===== src/rtl/lcd_calc_pkg.sv =====
`default_nettype none
// ============================================================================
// Module      : lcd_calc_pkg
// Description : Shared types and constants for the hex calculator LCD
//               front end: display FSM state encoding, HD44780 command
//               bytes, fixed characters and the nibble-to-ASCII helper.
// Ports       : none (package)
// Revision    : 1.0 - initial release
// ============================================================================
package lcd_calc_pkg;

    typedef enum logic [2:0] {
        ST_PWRUP    = 3'd0,
        ST_INIT     = 3'd1,
        ST_CONFIG   = 3'd2,
        ST_CLR_WAIT = 3'd3,
        ST_IDLE     = 3'd4,
        ST_HOME     = 3'd5,
        ST_DIGITS   = 3'd6
    } lcd_state_t;

    // HD44780 command bytes
    localparam logic [7:0] LCD_CMD_FUNC_SET   = 8'h28;  // 4-bit bus, 2 lines, 5x8
    localparam logic [7:0] LCD_CMD_ENTRY_MODE = 8'h06;  // increment, no shift
    localparam logic [7:0] LCD_CMD_DISP_ON    = 8'h0C;  // display on, no cursor
    localparam logic [7:0] LCD_CMD_CLEAR      = 8'h01;
    localparam logic [7:0] LCD_CMD_HOME       = 8'h80;  // DDRAM address 0

    localparam logic [7:0] CHAR_SPACE = 8'h20;
    localparam logic [7:0] CHAR_ZERO  = 8'h30;  // OR in the carry bit for '0'/'1'

    // 0-9 -> '0'-'9', 10-15 -> 'a'-'f'
    function automatic logic [7:0] hex_to_ascii(input logic [3:0] v);
        if (v < 4'd10)
            return 8'h30 + {4'h0, v};
        else
            return 8'h57 + {4'h0, v};
    endfunction

endpackage
`default_nettype wire


===== src/rtl/lcd_nibble_tx.sv =====
`default_nettype none
// ============================================================================
// Module      : lcd_nibble_tx
// Description : Drives one 4-bit LCD transfer per start pulse. rs and the
//               data nibble are held for STEP_CYCLES clocks; E is high for
//               step cycles STEP/4 .. 3*STEP/4-1. A new start may be issued
//               in the same cycle as done, giving back-to-back steps.
// Ports       : clk, rst        - clock, asynchronous active-high reset
//               start           - begin a transfer with start_rs/start_d
//               start_rs        - register select for this nibble
//               start_d         - nibble value
//               done            - last cycle of the current step
//               active          - a step is in progress
//               lcd_e           - enable strobe
//               lcd_rs, lcd_d   - held register select and nibble
// Revision    : 1.0 - initial release
// ============================================================================
module lcd_nibble_tx #(
    parameter int STEP_CYCLES = 2048
) (
    input  logic       clk,
    input  logic       rst,
    input  logic       start,
    input  logic       start_rs,
    input  logic [3:0] start_d,
    output logic       done,
    output logic       active,
    output logic       lcd_e,
    output logic       lcd_rs,
    output logic [3:0] lcd_d
);

    localparam int CW = $clog2(STEP_CYCLES);
    localparam logic [CW-1:0] C_LAST  = CW'(STEP_CYCLES - 1);
    localparam logic [CW-1:0] C_E_ON  = CW'(STEP_CYCLES / 4);
    localparam logic [CW-1:0] C_E_OFF = CW'((3 * STEP_CYCLES) / 4 - 1);

    logic [CW-1:0] r_cnt;
    logic          r_active;
    logic          r_rs;
    logic [3:0]    r_d;

    always_ff @(posedge clk or posedge rst) begin
        if (rst) begin
            r_cnt    <= '0;
            r_active <= 1'b0;
            r_rs     <= 1'b0;
            r_d      <= 4'h0;
        end else if (start) begin
            r_cnt    <= '0;
            r_active <= 1'b1;
            r_rs     <= start_rs;
            r_d      <= start_d;
        end else if (done) begin
            r_active <= 1'b0;
        end else if (r_active) begin
            r_cnt    <= r_cnt + 1'b1;
        end
    end

    assign done   = r_active && (r_cnt == C_LAST);
    assign active = r_active;
    // Decoded from registered state so that reset removes E immediately
    assign lcd_e  = r_active && (r_cnt >= C_E_ON) && (r_cnt <= C_E_OFF);
    assign lcd_rs = r_rs;
    assign lcd_d  = r_d;

endmodule
`default_nettype wire


===== src/rtl/lcd_hex_calc.sv =====
`default_nettype none
// ============================================================================
// Module      : lcd_hex_calc
// Description : Two-operand WIDTH-bit calculator with an HD44780 4-bit-mode
//               display. Operands load from shared switches, the registered
//               result and carry are shown as "<carry> <hex digits>", and
//               the display is refreshed only when the result changes.
// Config      : LCD_CALC_SUB_EN - when defined, op=1 selects A-B with
//               borrow; otherwise op is ignored and the block always adds.
// Ports       : clk, rst        - clock, asynchronous active-high reset
//               p               - operand value from switches
//               set1, set2      - load p into A / B (set1 wins)
//               op              - 0 add, 1 subtract
//               result, carry   - registered A op B, carry/borrow
//               busy            - display FSM not idle
//               sf_e, lcd_e, lcd_rs, lcd_rw, lcd_d - LCD pins
// Revision    : 1.0 - initial release
// ============================================================================
module lcd_hex_calc
    import lcd_calc_pkg::*;
#(
    parameter int WIDTH        = 8,
    parameter int STEP_CYCLES  = 2048,
    parameter int PWRUP_CYCLES = 750000,
    parameter int CLEAR_CYCLES = 82000
) (
    input  logic             clk,
    input  logic             rst,
    input  logic [WIDTH-1:0] p,
    input  logic             set1,
    input  logic             set2,
    input  logic             op,
    output logic [WIDTH-1:0] result,
    output logic             carry,
    output logic             busy,
    output logic             sf_e,
    output logic             lcd_e,
    output logic             lcd_rs,
    output logic             lcd_rw,
    output logic [3:0]       lcd_d
);

    localparam int         DIGITS = WIDTH / 4;
    localparam logic [5:0] N_INIT = 6'd4;
    localparam logic [5:0] N_CFG  = 6'd8;
    localparam logic [5:0] N_HOME = 6'd2;
    localparam logic [5:0] N_DIG  = 6'(2 * (DIGITS + 2));

    // ------------------------------------------------------------------
    // Datapath
    // ------------------------------------------------------------------
    logic [WIDTH-1:0] r_a, r_b, r_result, r_prev_result, r_snap_result;
    logic             r_carry, r_prev_carry, r_snap_carry;
    logic             w_changed;

    always_ff @(posedge clk or posedge rst) begin
        if (rst) begin
            r_a           <= '0;
            r_b           <= '0;
            r_result      <= '0;
            r_carry       <= 1'b0;
            r_prev_result <= '0;
            r_prev_carry  <= 1'b0;
        end else begin
            if (set1)
                r_a <= p;
            else if (set2)
                r_b <= p;
`ifdef LCD_CALC_SUB_EN
            // Bit WIDTH of the extended difference is the borrow (A < B)
            if (op)
                {r_carry, r_result} <= {1'b0, r_a} - {1'b0, r_b};
            else
                {r_carry, r_result} <= {1'b0, r_a} + {1'b0, r_b};
`else
            {r_carry, r_result} <= {1'b0, r_a} + {1'b0, r_b};
`endif
            r_prev_result <= r_result;
            r_prev_carry  <= r_carry;
        end
    end

`ifndef LCD_CALC_SUB_EN
    logic w_unused_op;
    assign w_unused_op = op;
`endif

    assign w_changed = (r_result != r_prev_result) || (r_carry != r_prev_carry);
    assign result    = r_result;
    assign carry     = r_carry;

    // ------------------------------------------------------------------
    // Display sequencer
    // ------------------------------------------------------------------
    lcd_state_t  r_state, w_state_nx, w_sel_state;
    logic [5:0]  r_idx, w_idx_nx, w_sel_idx, w_cur_n;
    logic [31:0] r_wait, w_wait_nx;
    logic        r_dirty;
    logic        w_start, w_snap, w_force_dirty;
    logic        w_tx_done, w_tx_active, w_tx_ready;
    logic        w_tx_rs;
    logic [3:0]  w_tx_d;
    logic [7:0]  w_byte;
    logic [4:0]  w_char;

    assign w_tx_ready = !w_tx_active || w_tx_done;

    always_comb begin
        w_cur_n = N_DIG;
        case (r_state)
            ST_INIT:   w_cur_n = N_INIT;
            ST_CONFIG: w_cur_n = N_CFG;
            ST_HOME:   w_cur_n = N_HOME;
            default:   w_cur_n = N_DIG;
        endcase
    end

    // Next state. Where one sending state hands over to another (and on
    // IDLE -> HOME) the first nibble of the new state is launched in the
    // handover cycle so the steps run back to back.
    always_comb begin
        w_state_nx    = r_state;
        w_idx_nx      = r_idx;
        w_wait_nx     = r_wait;
        w_start       = 1'b0;
        w_sel_state   = r_state;
        w_sel_idx     = r_idx;
        w_snap        = 1'b0;
        w_force_dirty = 1'b0;
        case (r_state)
            ST_PWRUP: begin
                if (r_wait == 32'd0) begin
                    w_state_nx = ST_INIT;
                    w_idx_nx   = 6'd0;
                end else begin
                    w_wait_nx  = r_wait - 32'd1;
                end
            end
            ST_INIT, ST_CONFIG, ST_HOME, ST_DIGITS: begin
                if (w_tx_ready) begin
                    if (r_idx < w_cur_n) begin
                        w_start  = 1'b1;
                        w_idx_nx = r_idx + 6'd1;
                    end else begin
                        case (r_state)
                            ST_INIT: begin
                                w_state_nx  = ST_CONFIG;
                                w_start     = 1'b1;
                                w_sel_state = ST_CONFIG;
                                w_sel_idx   = 6'd0;
                                w_idx_nx    = 6'd1;
                            end
                            ST_CONFIG: begin
                                w_state_nx = ST_CLR_WAIT;
                                w_wait_nx  = 32'(CLEAR_CYCLES - 1);
                            end
                            ST_HOME: begin
                                w_state_nx  = ST_DIGITS;
                                w_start     = 1'b1;
                                w_sel_state = ST_DIGITS;
                                w_sel_idx   = 6'd0;
                                w_idx_nx    = 6'd1;
                            end
                            default: begin
                                w_state_nx = ST_IDLE;
                                w_idx_nx   = 6'd0;
                            end
                        endcase
                    end
                end
            end
            ST_CLR_WAIT: begin
                if (r_wait == 32'd0) begin
                    w_force_dirty = 1'b1;
                    w_state_nx    = ST_IDLE;
                end else begin
                    w_wait_nx     = r_wait - 32'd1;
                end
            end
            ST_IDLE: begin
                if (r_dirty) begin
                    w_snap      = 1'b1;
                    w_state_nx  = ST_HOME;
                    w_start     = 1'b1;
                    w_sel_state = ST_HOME;
                    w_sel_idx   = 6'd0;
                    w_idx_nx    = 6'd1;
                end
            end
            default: begin
                w_state_nx = ST_PWRUP;
                w_wait_nx  = 32'(PWRUP_CYCLES - 1);
            end
        endcase
    end

    // Nibble lookup for (state, index); even index = high nibble
    always_comb begin
        w_tx_rs = 1'b0;
        w_tx_d  = 4'h0;
        w_byte  = 8'h00;
        w_char  = w_sel_idx[5:1];
        case (w_sel_state)
            ST_INIT: begin
                w_tx_d = (w_sel_idx == 6'd3) ? 4'h2 : 4'h3;
            end
            ST_CONFIG: begin
                case (w_sel_idx[2:1])
                    2'd0:    w_byte = LCD_CMD_FUNC_SET;
                    2'd1:    w_byte = LCD_CMD_ENTRY_MODE;
                    2'd2:    w_byte = LCD_CMD_DISP_ON;
                    default: w_byte = LCD_CMD_CLEAR;
                endcase
                w_tx_d = w_sel_idx[0] ? w_byte[3:0] : w_byte[7:4];
            end
            ST_HOME: begin
                w_byte = LCD_CMD_HOME;
                w_tx_d = w_sel_idx[0] ? w_byte[3:0] : w_byte[7:4];
            end
            ST_DIGITS: begin
                w_tx_rs = 1'b1;
                if (w_char == 5'd0)
                    w_byte = CHAR_ZERO | {7'd0, r_snap_carry};
                else if (w_char == 5'd1)
                    w_byte = CHAR_SPACE;
                for (int k = 0; k < DIGITS; k++) begin
                    if (w_char == 5'(k + 2))
                        w_byte = hex_to_ascii(r_snap_result[(DIGITS-1-k)*4 +: 4]);
                end
                w_tx_d = w_sel_idx[0] ? w_byte[3:0] : w_byte[7:4];
            end
            default: begin
                w_tx_d = 4'h0;
            end
        endcase
    end

    always_ff @(posedge clk or posedge rst) begin
        if (rst) begin
            r_state <= ST_PWRUP;
            r_idx   <= 6'd0;
            r_wait  <= 32'(PWRUP_CYCLES - 1);
        end else begin
            r_state <= w_state_nx;
            r_idx   <= w_idx_nx;
            r_wait  <= w_wait_nx;
        end
    end

    // A change coinciding with a snapshot keeps dirty set, costing at most
    // one redundant frame rather than a missed update.
    always_ff @(posedge clk or posedge rst) begin
        if (rst) begin
            r_dirty       <= 1'b0;
            r_snap_result <= '0;
            r_snap_carry  <= 1'b0;
        end else begin
            if (w_changed || w_force_dirty)
                r_dirty <= 1'b1;
            else if (w_snap)
                r_dirty <= 1'b0;
            if (w_snap) begin
                r_snap_result <= r_result;
                r_snap_carry  <= r_carry;
            end
        end
    end

    lcd_nibble_tx #(
        .STEP_CYCLES (STEP_CYCLES)
    ) u_tx (
        .clk      (clk),
        .rst      (rst),
        .start    (w_start),
        .start_rs (w_tx_rs),
        .start_d  (w_tx_d),
        .done     (w_tx_done),
        .active   (w_tx_active),
        .lcd_e    (lcd_e),
        .lcd_rs   (lcd_rs),
        .lcd_d    (lcd_d)
    );

    assign busy   = (r_state != ST_IDLE);
    assign sf_e   = 1'b1;
    assign lcd_rw = 1'b0;

endmodule
`default_nettype wire


===== config.mk =====
export PLATFORM = sky130hd
export DESIGN_NAME = lcd_hex_calc
export DESIGN_NICKNAME = d
export VERILOG_FILES = /design/src/rtl/lcd_calc_pkg.sv /design/src/rtl/lcd_nibble_tx.sv /design/src/rtl/lcd_hex_calc.sv
export SDC_FILE = /design/constraint.sdc
export NUM_CORES = 1
export LEC_CHECK = 0
export BUFFER_PORTS_ARGS = -buffer_cell sky130_fd_sc_hd__buf_2
export CAP_MARGIN = 20
export CORE_ASPECT_RATIO = 1.2
export CORE_MARGIN = 2
export CORE_UTILIZATION = 35
export DETAILED_ROUTE_END_ITERATION = 6
export MAX_ROUTING_LAYER = met4
export PLACE_DENSITY = 0.49
export SYNTH_ARGS = -nofsm -noshare
export SYNTH_HDL_FRONTEND = slang
export SYNTH_HIERARCHICAL = 1
export SYNTH_SLANG_ARGS = --single-unit

===== constraint.sdc =====
create_clock -name clk -period 8.85 [get_ports clk]
set_input_delay 0.885 -clock clk [delete_from_list [all_inputs] [get_ports clk]]
set_output_delay 0.885 -clock clk [all_outputs]
set_load 0.01 [all_outputs]

# Word-level counts from Yosys, hierarchy flattened
# Cells that the tools add are included.
# totals
reg_bits	102
in_bits	13
out_inout_bits	18
elab_cells	139
# classes
n_addsub	8
n_lt_le_gt_ge	5
eq_ne	29
mux	56
bitwise	2
reduce_logical	23
# ops
cell	count
$mux 32	4
$pmux 32 s3	1
$mux 6	10
$pmux 6 s3	2
$mux 11	3
$logic_not 32->1	1
$mux 8	4
$sub 32x1->32 const B	1
$pmux 6 s2	2
$mux 3	7
$add 7x4->8 const A	2
$pmux 4 s4	1
$eq 3x3->1 const B	5
$add 6x4->7 const A	2
$ne 2x2->1 const B	7
$mux 1	13
$mux 4	3
$pmux 3 s2	2
$pmux 3 s4	1
$add 11x1->11 const B	1
$eq 11x11->1 const B	1
$ge 11x10->1 const B	1
$le 11x11->1 const B	1
$eq 5x2->1 const B	2
31 further kinds	46

# Longest topological paths before layout
# Gate-level depths: netlist (run 1).
# depth
depth_word	13
ltp_mapped	18
depth_no_buf	16

# Hierarchy
# Netlist (run 1), hierarchy kept.
# by_module_without_submodules
module	n_inst	cells_each	area_per_inst_um2	seq_area_each_um2
lcd_hex_calc	1	562	5148.7	2143.3
lcd_nibble_tx	1	81	912.1	425.4

# Least setup slack after synthesis (run 1)
# No wires, ideal clock.
# synth_path
path_kind	register to register
from	register r_state[1]
to	register u_tx.r_d[0] (netlist: u_tx/lcd_d[0])
setup_ns	0.125
t_arrival_ns	3.436
t_required_ns	8.725
slack_ns	5.289
stages_incl_launch_ff	19
path_buffers	2
synth_period_minus_slack_ns	3.561
path_cell_list	dfrtp_1 > inv_1 > ha_1 > nand2b_1 > ha_1 > nor4bb_1 > o21a_1 > clkbuf_1 > o22a_1 > nand2_1 > inv_1 > ha_1 > clkbuf_1 > nand2_1 > o22a_1 > o221a_2 > a21oi_1 > o32ai_1 > mux2_2
# synth_via
elab_chain_len	12
word_cells_on_any_way	41
cone_classes	order compare: 1; eq/ne: 14; mux: 22; reduce/logical: 4
# synth_lines
element	line_no	source
start, declared	lcd_hex_calc.sv:95	lcd_state_t r_state, w_state_nx, w_sel_state;
start signal, assigned	lcd_hex_calc.sv:244	r_state <= w_state_nx;
$eq 3x3->1 / $eq 3x1->1 (equally long branches)	lcd_hex_calc.sv:110, lcd_hex_calc.sv:130, lcd_hex_calc.sv:145	
$pmux 4 s2 / $reduce_or 2->1 (equally long branches)	n/a	
$lt 6x6->1 / $mux 6 (equally long branches)	lcd_hex_calc.sv:141, lcd_hex_calc.sv:145	
$mux 6	lcd_hex_calc.sv:141	if (r_idx < w_cur_n) begin
$mux 6	lcd_hex_calc.sv:140	if (w_tx_ready) begin
$pmux 6 s2	lcd_hex_calc.sv:130	case (r_state)
$logic_not 5->1	lcd_hex_calc.sv:222	if (w_char == 5'd0)
$mux 6	lcd_hex_calc.sv:222	
$mux 8 (2 in series)	lcd_hex_calc.sv:227	if (w_char == 5'(k + 2))
$mux 4	lcd_hex_calc.sv:230	w_tx_d = w_sel_idx[0] ? w_byte[3:0] : w_byte[7:4];
$pmux 4 s4 (*)	lcd_hex_calc.sv:203	case (w_sel_state)
named net w_tx_d[0]	lcd_hex_calc.sv:102	logic [3:0] w_tx_d;
end signal, assigned	lcd_nibble_tx.sv:53	r_d <= start_d;
end, declared	lcd_nibble_tx.sv:41	logic [3:0] r_d;
# The timed path passes the listed nets; every way through them passes the cells marked *.
# A chain may end at the register's enable or synchronous reset.

# Worst setup path after layout (run 1)
# Ends and elaborated chain as after synthesis.

==> results.sh, run 1 <==
export IMPL_crit_type="register to register"
export IMPL_grt_antenna_before_repair=0
export IMPL_dp_hpwl_mm=9.66
export IMPL_grt_max_degree=63
export IMPL_portBuffers=27
export IMPL_syn2layout_area_growth_pct=10.1
export IMPL_ys_warn_count=6
export IMPL_synthCells=643
export IMPL_synth_edf_count=0
export IMPL_slew_headroom_pct=39.1
export IMPL_worstMarginPinSlew_ns=0.913
export IMPL_final_nets=697
export IMPL_clk_latency_ns=0.36
export IMPL_die_height_um=148
export IMPL_antenna_cells=0
export IMPL_ir_worst_vdd_mv=0.0968
export IMPL_reg2reg_depth=16
export IMPL_layout_commonest_cell="dfrtp_1"
export IMPL_cts_root_buf="clkbuf_16"
export IMPL_drc=0
export IMPL_setup_tns_ns=0
export IMPL_outcome="finished, final reports clean"
export IMPL_die_area_um2=18400
export IMPL_synth_simple_area_share_pct=22.0
export IMPL_grt_usage_pct=16.4
export IMPL_period_minus_slack_ns=4.25
export IMPL_end_kind="register"
export IMPL_num_rows=52
export IMPL_synth_compound_area_share_pct=17.8
export IMPL_r2r_start="r_state[1]$_DFFE_PP0P_"
export IMPL_fin_crit_sh_pct=48.0
export IMPL_post_synth_num_cell_types=83
export IMPL_ys_flop_type="dfrtp_1"
export IMPL_synthAdderAreaFrac_pct=5.90
export IMPL_pre_cts_ws_ns=4.73
export IMPL_hold_buffers=0
export IMPL_finalHoldViolations=0
export IMPL_h_tree_depth=3
export IMPL_synth_area_um2=6060
export IMPL_hp_start="result[6]$_DFF_PP0_"
export IMPL_setup_viol=0
export IMPL_crit_required_ns=9.15
export IMPL_gr_total_overflow=0
export IMPL_fin_ws_ns=4.60
export IMPL_fin_skew_ns=0.00814
export IMPL_drt_iter0_drc=311
export IMPL_hold_slack_ns=0.446
export IMPL_synth_area_per_cell_um2=9.43
export IMPL_synth_top_family_by_area="simple AND/OR/NAND/NOR gates"
export IMPL_die_x_um=124
export IMPL_synthMuxAreaShare_pct=3.63
export IMPL_grt_pass1_wl_mm=23.5
export IMPL_vias=4737
export IMPL_core_area_um2=16900
export IMPL_ys_seq_area_share_pct=42.4
export IMPL_gp_congestion=0.825
export IMPL_grt_pass1_vias=4801
export IMPL_drv_slew=0
export IMPL_cts_tree="built"
export IMPL_mostFrequentLayoutCells="89 x dfrtp_1, 82 x nand2_1, 52 x nor2_1"
export IMPL_first_pass_iters=4
export IMPL_cp_max_fo=9
export IMPL_post_drt_via_cell_ratio=5.40
export IMPL_synthArstFlopShare_pct=100
export IMPL_p_leak_nw=2.94
export IMPL_clk_pin_slew_worst_paths_ns=0.08
export IMPL_rr_endpoint="u_tx/lcd_d[0]$_DFFE_PP0P_"
export IMPL_synth_xor_area_share_pct=3.90
export IMPL_hold_path_class="register to register"
export IMPL_drive_above_1_share_pct=14.8
export IMPL_holdPathStages=0
export IMPL_cts_sinks=102
export IMPL_post_drt_wl_per_cell_um=15.7
export IMPL_clockBufferDepth=2
export IMPL_worstSetupStartpointType="register"
export IMPL_start_util_pct=35.8
export IMPL_cts_resized_gates=0
export IMPL_critPathArrivalTime_ns=4.55
export IMPL_final_core_util_pct=39.4
export IMPL_grt_setup_unrepaired="false"
export IMPL_pin_count=31
export IMPL_rrSetupSlack_ns=4.60
export IMPL_wl_mm=13.8
export IMPL_power_density_nw_per_um2=161
export IMPL_ys_ff_latch=102
export IMPL_clock_fmax_ghz=0.235
export IMPL_cts_inserted_buffers=9
export IMPL_min_to="r_prev_result[6]$_DFF_PP0_"
export IMPL_route_antenna_remaining_nets=0
export IMPL_synth_nets=684
export IMPL_drv_cap=0
export IMPL_postCtsSetupRepairBufs=0
export IMPL_finalPower_w=0.00107
per-layer routing:
metal,track usage (%),vias up,part of all wire (%)
li1,-,2342,-
met1,21.5,2325,48
met2,26.4,60,49
met3,1.96,10,2.3
met4,5.11,0,0.92
met5,-,-,0
worst max-delay path, cell delays in order (launching register included):
cell and delay (ns):
dfrtp_1 0.45, inv_1 0.12, ha_1 0.36, nand2b_1 0.11, ha_1 0.20, nor4bb_1 0.44, o21a_1 0.40, o21ai_0 0.36
o21ai_0 0.19, nand2_1 0.08, o21ai_0 0.11, ha_1 0.31, and3_1 0.20, nor3_1 0.06, a31o_2 0.28, o32ai_1 0.30
mux2_2 0.22
per-stage QoR:
step / instances / instance area, um2
after CTS: 877 / 6670
after global routing: 877 / 6670
after floorplan: 643 / 6060
after detailed placement: 861 / 6340
final: 877 / 6670
after global placement: 861 / 6340
synthesized netlist by cell type, types with 3 or more instances:
cell,number,share of area [%]
a21boi_0,4,0.50
a21o_1,3,0.37
a21oi_1,36,3.0
a22o_1,7,1.0
a31oi_1,7,0.72
a41oi_1,3,0.43
and3_1,4,0.41
buf_6,4,0.74
clkbuf_1,18,1.1
dfrtp_1,89,37
dfstp_2,13,5.6
ha_1,27,5.6
inv_1,28,1.7
mux2_2,15,2.8
mux2i_1,4,0.66
nand2_1,82,5.1
nand2b_1,9,0.93
nand3_1,11,0.91
nand4_1,5,0.52
nor2_1,52,3.2
nor2b_1,7,0.72
nor3_1,24,2.0
nor4_1,7,0.72
nor4b_1,3,0.43
o211ai_1,8,0.99
o21a_1,7,0.87
o21ai_0,39,3.2
o21ai_1,4,0.33
o2bb2ai_1,4,0.58
o31ai_1,9,1.1
or3_1,12,1.2
or4_1,6,0.74
xnor2_1,10,1.4
xor2_1,17,2.5
area by class of cell:
cell class,instances,area [um2]
fill,1736,10200
multi-input combinational,485,3240
sequential,102,2570
tap,216,270
clock buffer,9,225
timing repair buffer,30,158
inverter,28,106
clock inverter,7,104
where the power goes:
| group | leakage (nW) | internal [W] | switching (W) | total, W |
|---|---|---|---|---|
| Clock | 0.158 | 0.000210 | 0.000217 | 0.000427 |
| Combinational | 1.53 | 0.0000508 | 0.0000583 | 0.000109 |
| Sequential | 1.25 | 0.000504 | 0.0000321 | 0.000537 |
| Total | 2.94 | 0.000765 | 0.000307 | 0.00107 |
how the worst max path moves through the flow:
stage          cells after the start              startpoint                         to  slack, ns
3_3_place_gp                      14  r_state[0]$_DFFE_PP0P_  u_tx/lcd_d[0]$_DFFE_PP0P_       4.79
4_1_cts                           16  r_state[1]$_DFFE_PP0P_  u_tx/lcd_d[0]$_DFFE_PP0P_       4.70
6_report                          16  r_state[1]$_DFFE_PP0P_  u_tx/lcd_d[0]$_DFFE_PP0P_       4.60
3_5_place_dp                      14  r_state[0]$_DFFE_PP0P_  u_tx/lcd_d[0]$_DFFE_PP0P_       4.73
5_1_grt                           16  r_state[1]$_DFFE_PP0P_  u_tx/lcd_d[0]$_DFFE_PP0P_       4.30
2_1_floorplan                     18  r_state[1]$_DFFE_PP0P_  u_tx/lcd_d[0]$_DFFE_PP0P_       5.29
cell families after synthesis:
group	Yosys count
and+or+nand+nor	249
adders and majority gates	28
DFF	102
other	2
AOI/OAI and AO/OA	159
muxes	20
xor gates and xnor gates	27
buffers and inverters	56
sequential cells by signal (all words and copies together) (netlist names), 3 cells and up:
name and count:
r_a 8, r_b 8, r_idx 6, r_prev_result 8
r_snap_result 8, r_state 3, r_wait 32, result 8
u_tx/lcd_d 4, u_tx/r_cnt 11
(Power assumes the default switching activity.)
==> inputs of run 2 (changes only) <==
--- a/config.mk
+++ b/config.mk
@@ -5,6 +5,7 @@
 export SDC_FILE = /design/constraint.sdc
 export NUM_CORES = 1
 export LEC_CHECK = 0
+export ABC_AREA = 1
 export BUFFER_PORTS_ARGS = -buffer_cell sky130_fd_sc_hd__buf_2
 export CAP_MARGIN = 20
 export CORE_ASPECT_RATIO = 1.2
==> constraint.sdc (replaced) <==
create_clock -name clk -period 4 [get_ports clk]
set_input_delay 0.4 -clock clk [delete_from_list [all_inputs] [get_ports clk]]
set_output_delay 0.4 -clock clk [all_outputs]
set_load 0.01 [all_outputs]
==> results.sh, run 2 <==
export IMPL_ys_seq_area_share_pct=41.4
export IMPL_wl_mm=13.6
export IMPL_post_synth_num_cell_types=54
export IMPL_cts_tree="built"
export IMPL_sw_frac_of_total_pct=26.3
export IMPL_p_leak_nw=3.47
export IMPL_cts_inserted_buffers=9
export IMPL_h_tree_depth=3
export IMPL_portBuffers=27
export IMPL_clock_fmax_ghz=0.292
export IMPL_largest_register_ffs=32
export IMPL_critPathArrivalTime_ns=3.71
export IMPL_reg2reg_depth=24
export IMPL_antenna_cells=0
export IMPL_highest_layer="met4"
export IMPL_grt_pass1_vias=4917
export IMPL_hold_slack_ns=0.0403
export IMPL_netlist_top_cells_count="173 x nand2_1, 98 x inv_1, 89 x dfrtp_1"
export IMPL_ys_ff_latch=102
export IMPL_met3_length_um=361
export IMPL_die_area_um2=18800
export IMPL_worstMarginPinSlew_ns=0.780
export IMPL_drt_iter0_drc=287
export IMPL_p_clk_share_pct=38.6
export IMPL_synth_nets=835
export IMPL_post_drt_via_cell_ratio=4.84
export IMPL_final_core_util_pct=39.3
export IMPL_fin_crit_sh_pct=85.6
export IMPL_p_int_w=0.00171
export IMPL_grt_pass1_wl_mm=23.3
export IMPL_vias=5063
export IMPL_finalHoldViolations=0
export IMPL_hold_path_class="input port to asynchronous set/reset pin"
export IMPL_final_nets=863
export IMPL_max_stage_delay_ns=0.44
export IMPL_hold_buffers=0
export IMPL_yosysTopAreaCell="dfrtp_1"
export IMPL_crit_type="register to register"
export IMPL_synthCells=794
export IMPL_slew_headroom_pct=48.0
export IMPL_largest_registers="r_wait x32, u_tx/r_cnt x11"
export IMPL_setup_tns_ns=0
export IMPL_crit_required_ns=4.29
export IMPL_post_drt_wl_per_cell_um=13.0
export IMPL_regMostFlops="r_wait"
export IMPL_setup_viol=0
export IMPL_worstSetupStartpointType="register"
export IMPL_cp_top_family="simple AND/OR/NAND/NOR gates"
export IMPL_synth_edf_count=0
export IMPL_syn2layout_area_growth_pct=10.6
export IMPL_ys_flop_type="dfrtp_1"
export IMPL_synth_area_per_cell_um2=7.81
export IMPL_rr_endpoint="u_tx/lcd_d[2]$_DFFE_PP0P_"
export IMPL_layout_commonest_cell="nand2_1"
export IMPL_end_kind="register"
export IMPL_power_density_nw_per_um2=338
export IMPL_drv_cap=0
export IMPL_crit_slowest_cell="dfrtp_1"
export IMPL_cp_max_fo=8
export IMPL_synthArstFlopShare_pct=100
export IMPL_yosys_top_cells_area="dfrtp_1 36%, nand2_1 10%, inv_1 5.9%"
export IMPL_nFillCells=1811
export IMPL_synth_area_um2=6200
export IMPL_rrSetupSlack_ns=0.58
export IMPL_route_antenna_remaining_nets=0
export IMPL_power_frac_seq_pct=51.1
export IMPL_fin_skew_ns=0.00804
export IMPL_crit_chain="inv_1, ha_1, nand2_1, ha_1, nand2_1, inv_1, nand2_1, nand2_1, nand2_1, o21ai_1, nand2_1, inv_1, nor2_1, ha_1, nand2_1, nor2_8, inv_2, nand2_1, nand2_1, nand2_1, nand3_1, a21oi_1, nand2_1, nand2_1"
export IMPL_postCtsSetupRepairBufs=0
export IMPL_clk_pin_slew_worst_paths_ns=0.07
export IMPL_cp_startpoint="r_state[1]$_DFFE_PP0P_"
export IMPL_pin_count=31
export IMPL_ir_worst_vdd_mv=0.181
export IMPL_drive_above_1_share_pct=15.1
export IMPL_r2r_start="r_state[1]$_DFFE_PP0P_"
export IMPL_yosysMostFrequentCell="nand2_1"
export IMPL_clk_latency_ns=0.35
export IMPL_die_x_um=125
export IMPL_synth_top_area_share_pct=35.9
export IMPL_p_comb_share_pct=10.2
export IMPL_start_util_pct=35.5
export IMPL_drc=0
export IMPL_path_buf_inv=4
export IMPL_grt_antenna_before_repair=0
export IMPL_core_area_um2=17400
export IMPL_cts_root_buf="clkbuf_16"
export IMPL_p_switching_w=0.000611
export IMPL_grt_usage_pct=15.5
export IMPL_wl_met2_mm=6.50
export IMPL_worstSetupEndpoint="u_tx/lcd_d[2]$_DFFE_PP0P_"
export IMPL_clockBufferDepth=2
export IMPL_wl_met1_mm=6.48
export IMPL_die_height_um=150
export IMPL_period_minus_slack_ns=3.42
export IMPL_cts_resized_gates=0
export IMPL_worstSetupPathDepth=24
export IMPL_outcome="finished, final reports clean"
export IMPL_num_rows=53
export IMPL_gr_total_overflow=0
export IMPL_drv_slew=0
export IMPL_grt_max_degree=63
export IMPL_mostFrequentLayoutCells="173 x nand2_1, 97 x inv_1, 89 x dfrtp_1"
export IMPL_cp_common_cell="nand2_1"
export IMPL_grt_setup_unrepaired="false"
export IMPL_dp_hpwl_mm=10.2
export IMPL_ys_warn_count=6
export IMPL_cts_sinks=102
export IMPL_gp_congestion=0.835
export IMPL_first_pass_iters=7
==> run 2: how the worst min path moves through the flow <==
stage / from / to / slack [ns] / depth (start not counted)
global placement: rst / r_wait[4]$_DFFE_PP0P_ / 0.44 / 2
floorplan: rst / u_tx/active$_DFFE_PP0P_ / 0.33 / 1
finish: rst / r_wait[4]$_DFFE_PP0P_ / 0.04 / 2
detailed placement: rst / r_wait[4]$_DFFE_PP0P_ / 0.44 / 2
CTS: rst / r_wait[4]$_DFFE_PP0P_ / 0.05 / 2
global route: rst / r_wait[4]$_DFFE_PP0P_ / 0.08 / 2
==> run 2: cell type report <==
type | count | area, um2 | area share [%]
clock buffers | 10 | 229 | 3.34
clock inverters | 6 | 70.1 | 1.02
repair buffers | 30 | 158 | 2.30
multi-input cells | 563 | 3110 | 45.4
inverters | 116 | 444 | 6.48
well taps | 220 | 275 | 4.01
flip-flops and latches | 102 | 2570 | 37.5
==> run 2: worst reg2reg max path, stage by stage (launching register included) <==
cell and delay (ns):
dfrtp_1 0.44, inv_1 0.13, ha_1 0.32, nand2_1 0.13
ha_1 0.28, nand2_1 0.06, inv_1 0.04, nand2_1 0.08
nand2_1 0.12, nand2_1 0.11, o21ai_1 0.06, nand2_1 0.13
inv_1 0.06, nor2_1 0.18, ha_1 0.24, nand2_1 0.16
nor2_8 0.20, inv_2 0.07, nand2_1 0.06, nand2_1 0.04
nand2_1 0.06, nand3_1 0.11, a21oi_1 0.15, nand2_1 0.07
nand2_1 0.06
==> run 2: power groups by stage <==
stage | Sequential, W | Clock (W) | Combinational (W)
5_1_grt | 0.00120 | 0.000974 | 0.000272
6_report | 0.00119 | 0.000897 | 0.000238
2_1_floorplan | 0.00120 | 0 | 0.000149
4_1_cts | 0.00119 | 0.000937 | 0.000242
3_5_place_dp | 0.00121 | 0 | 0.000241
3_3_place_gp | 0.00120 | 0 | 0.000239
==> run 2: through the flow <==
| step | setup WS, ns | instances | power, W | instance area [um2] |
|---|---|---|---|---|
| after detailed placement | 0.651 | 1031 | 0.00145 | 6560 |
| after global placement | 0.716 | 1031 | 0.00144 | 6560 |
| after CTS | 0.612 | 1047 | 0.00237 | 6860 |
| after global routing | 0.182 | 1047 | 0.00244 | 6860 |
| final | 0.576 | 1047 | 0.00232 | 6860 |
| after floorplan | 1.16 | 794 | 0.00135 | 6200 |
==> run 2: logic make-up (layout without fill, tap and decap cells) <==
family | count (synthesis) | after routing | synth area share [%]
compound gates | 128 | 128 | 11.5
xor+xnor | 23 | 23 | 3.25
fa+ha+maj | 28 | 28 | 5.77
buf+inv | 129 | 162 | 8.36
flops | 102 | 102 | 41.4
mux | 3 | 3 | 0.545
other cells | 2 | 2 | 0.121
simple gates | 379 | 379 | 29.1
==> run 2: metal layers <==
| metal | up-vias | GRT usage (%) |
|---|---|---|
| li1 | 2611 | - |
| met5 | - | - |
| met1 | 2357 | 19.4 |
| met3 | 21 | 2.15 |
| met2 | 74 | 25.8 |
| met4 | 0 | 5.78 |
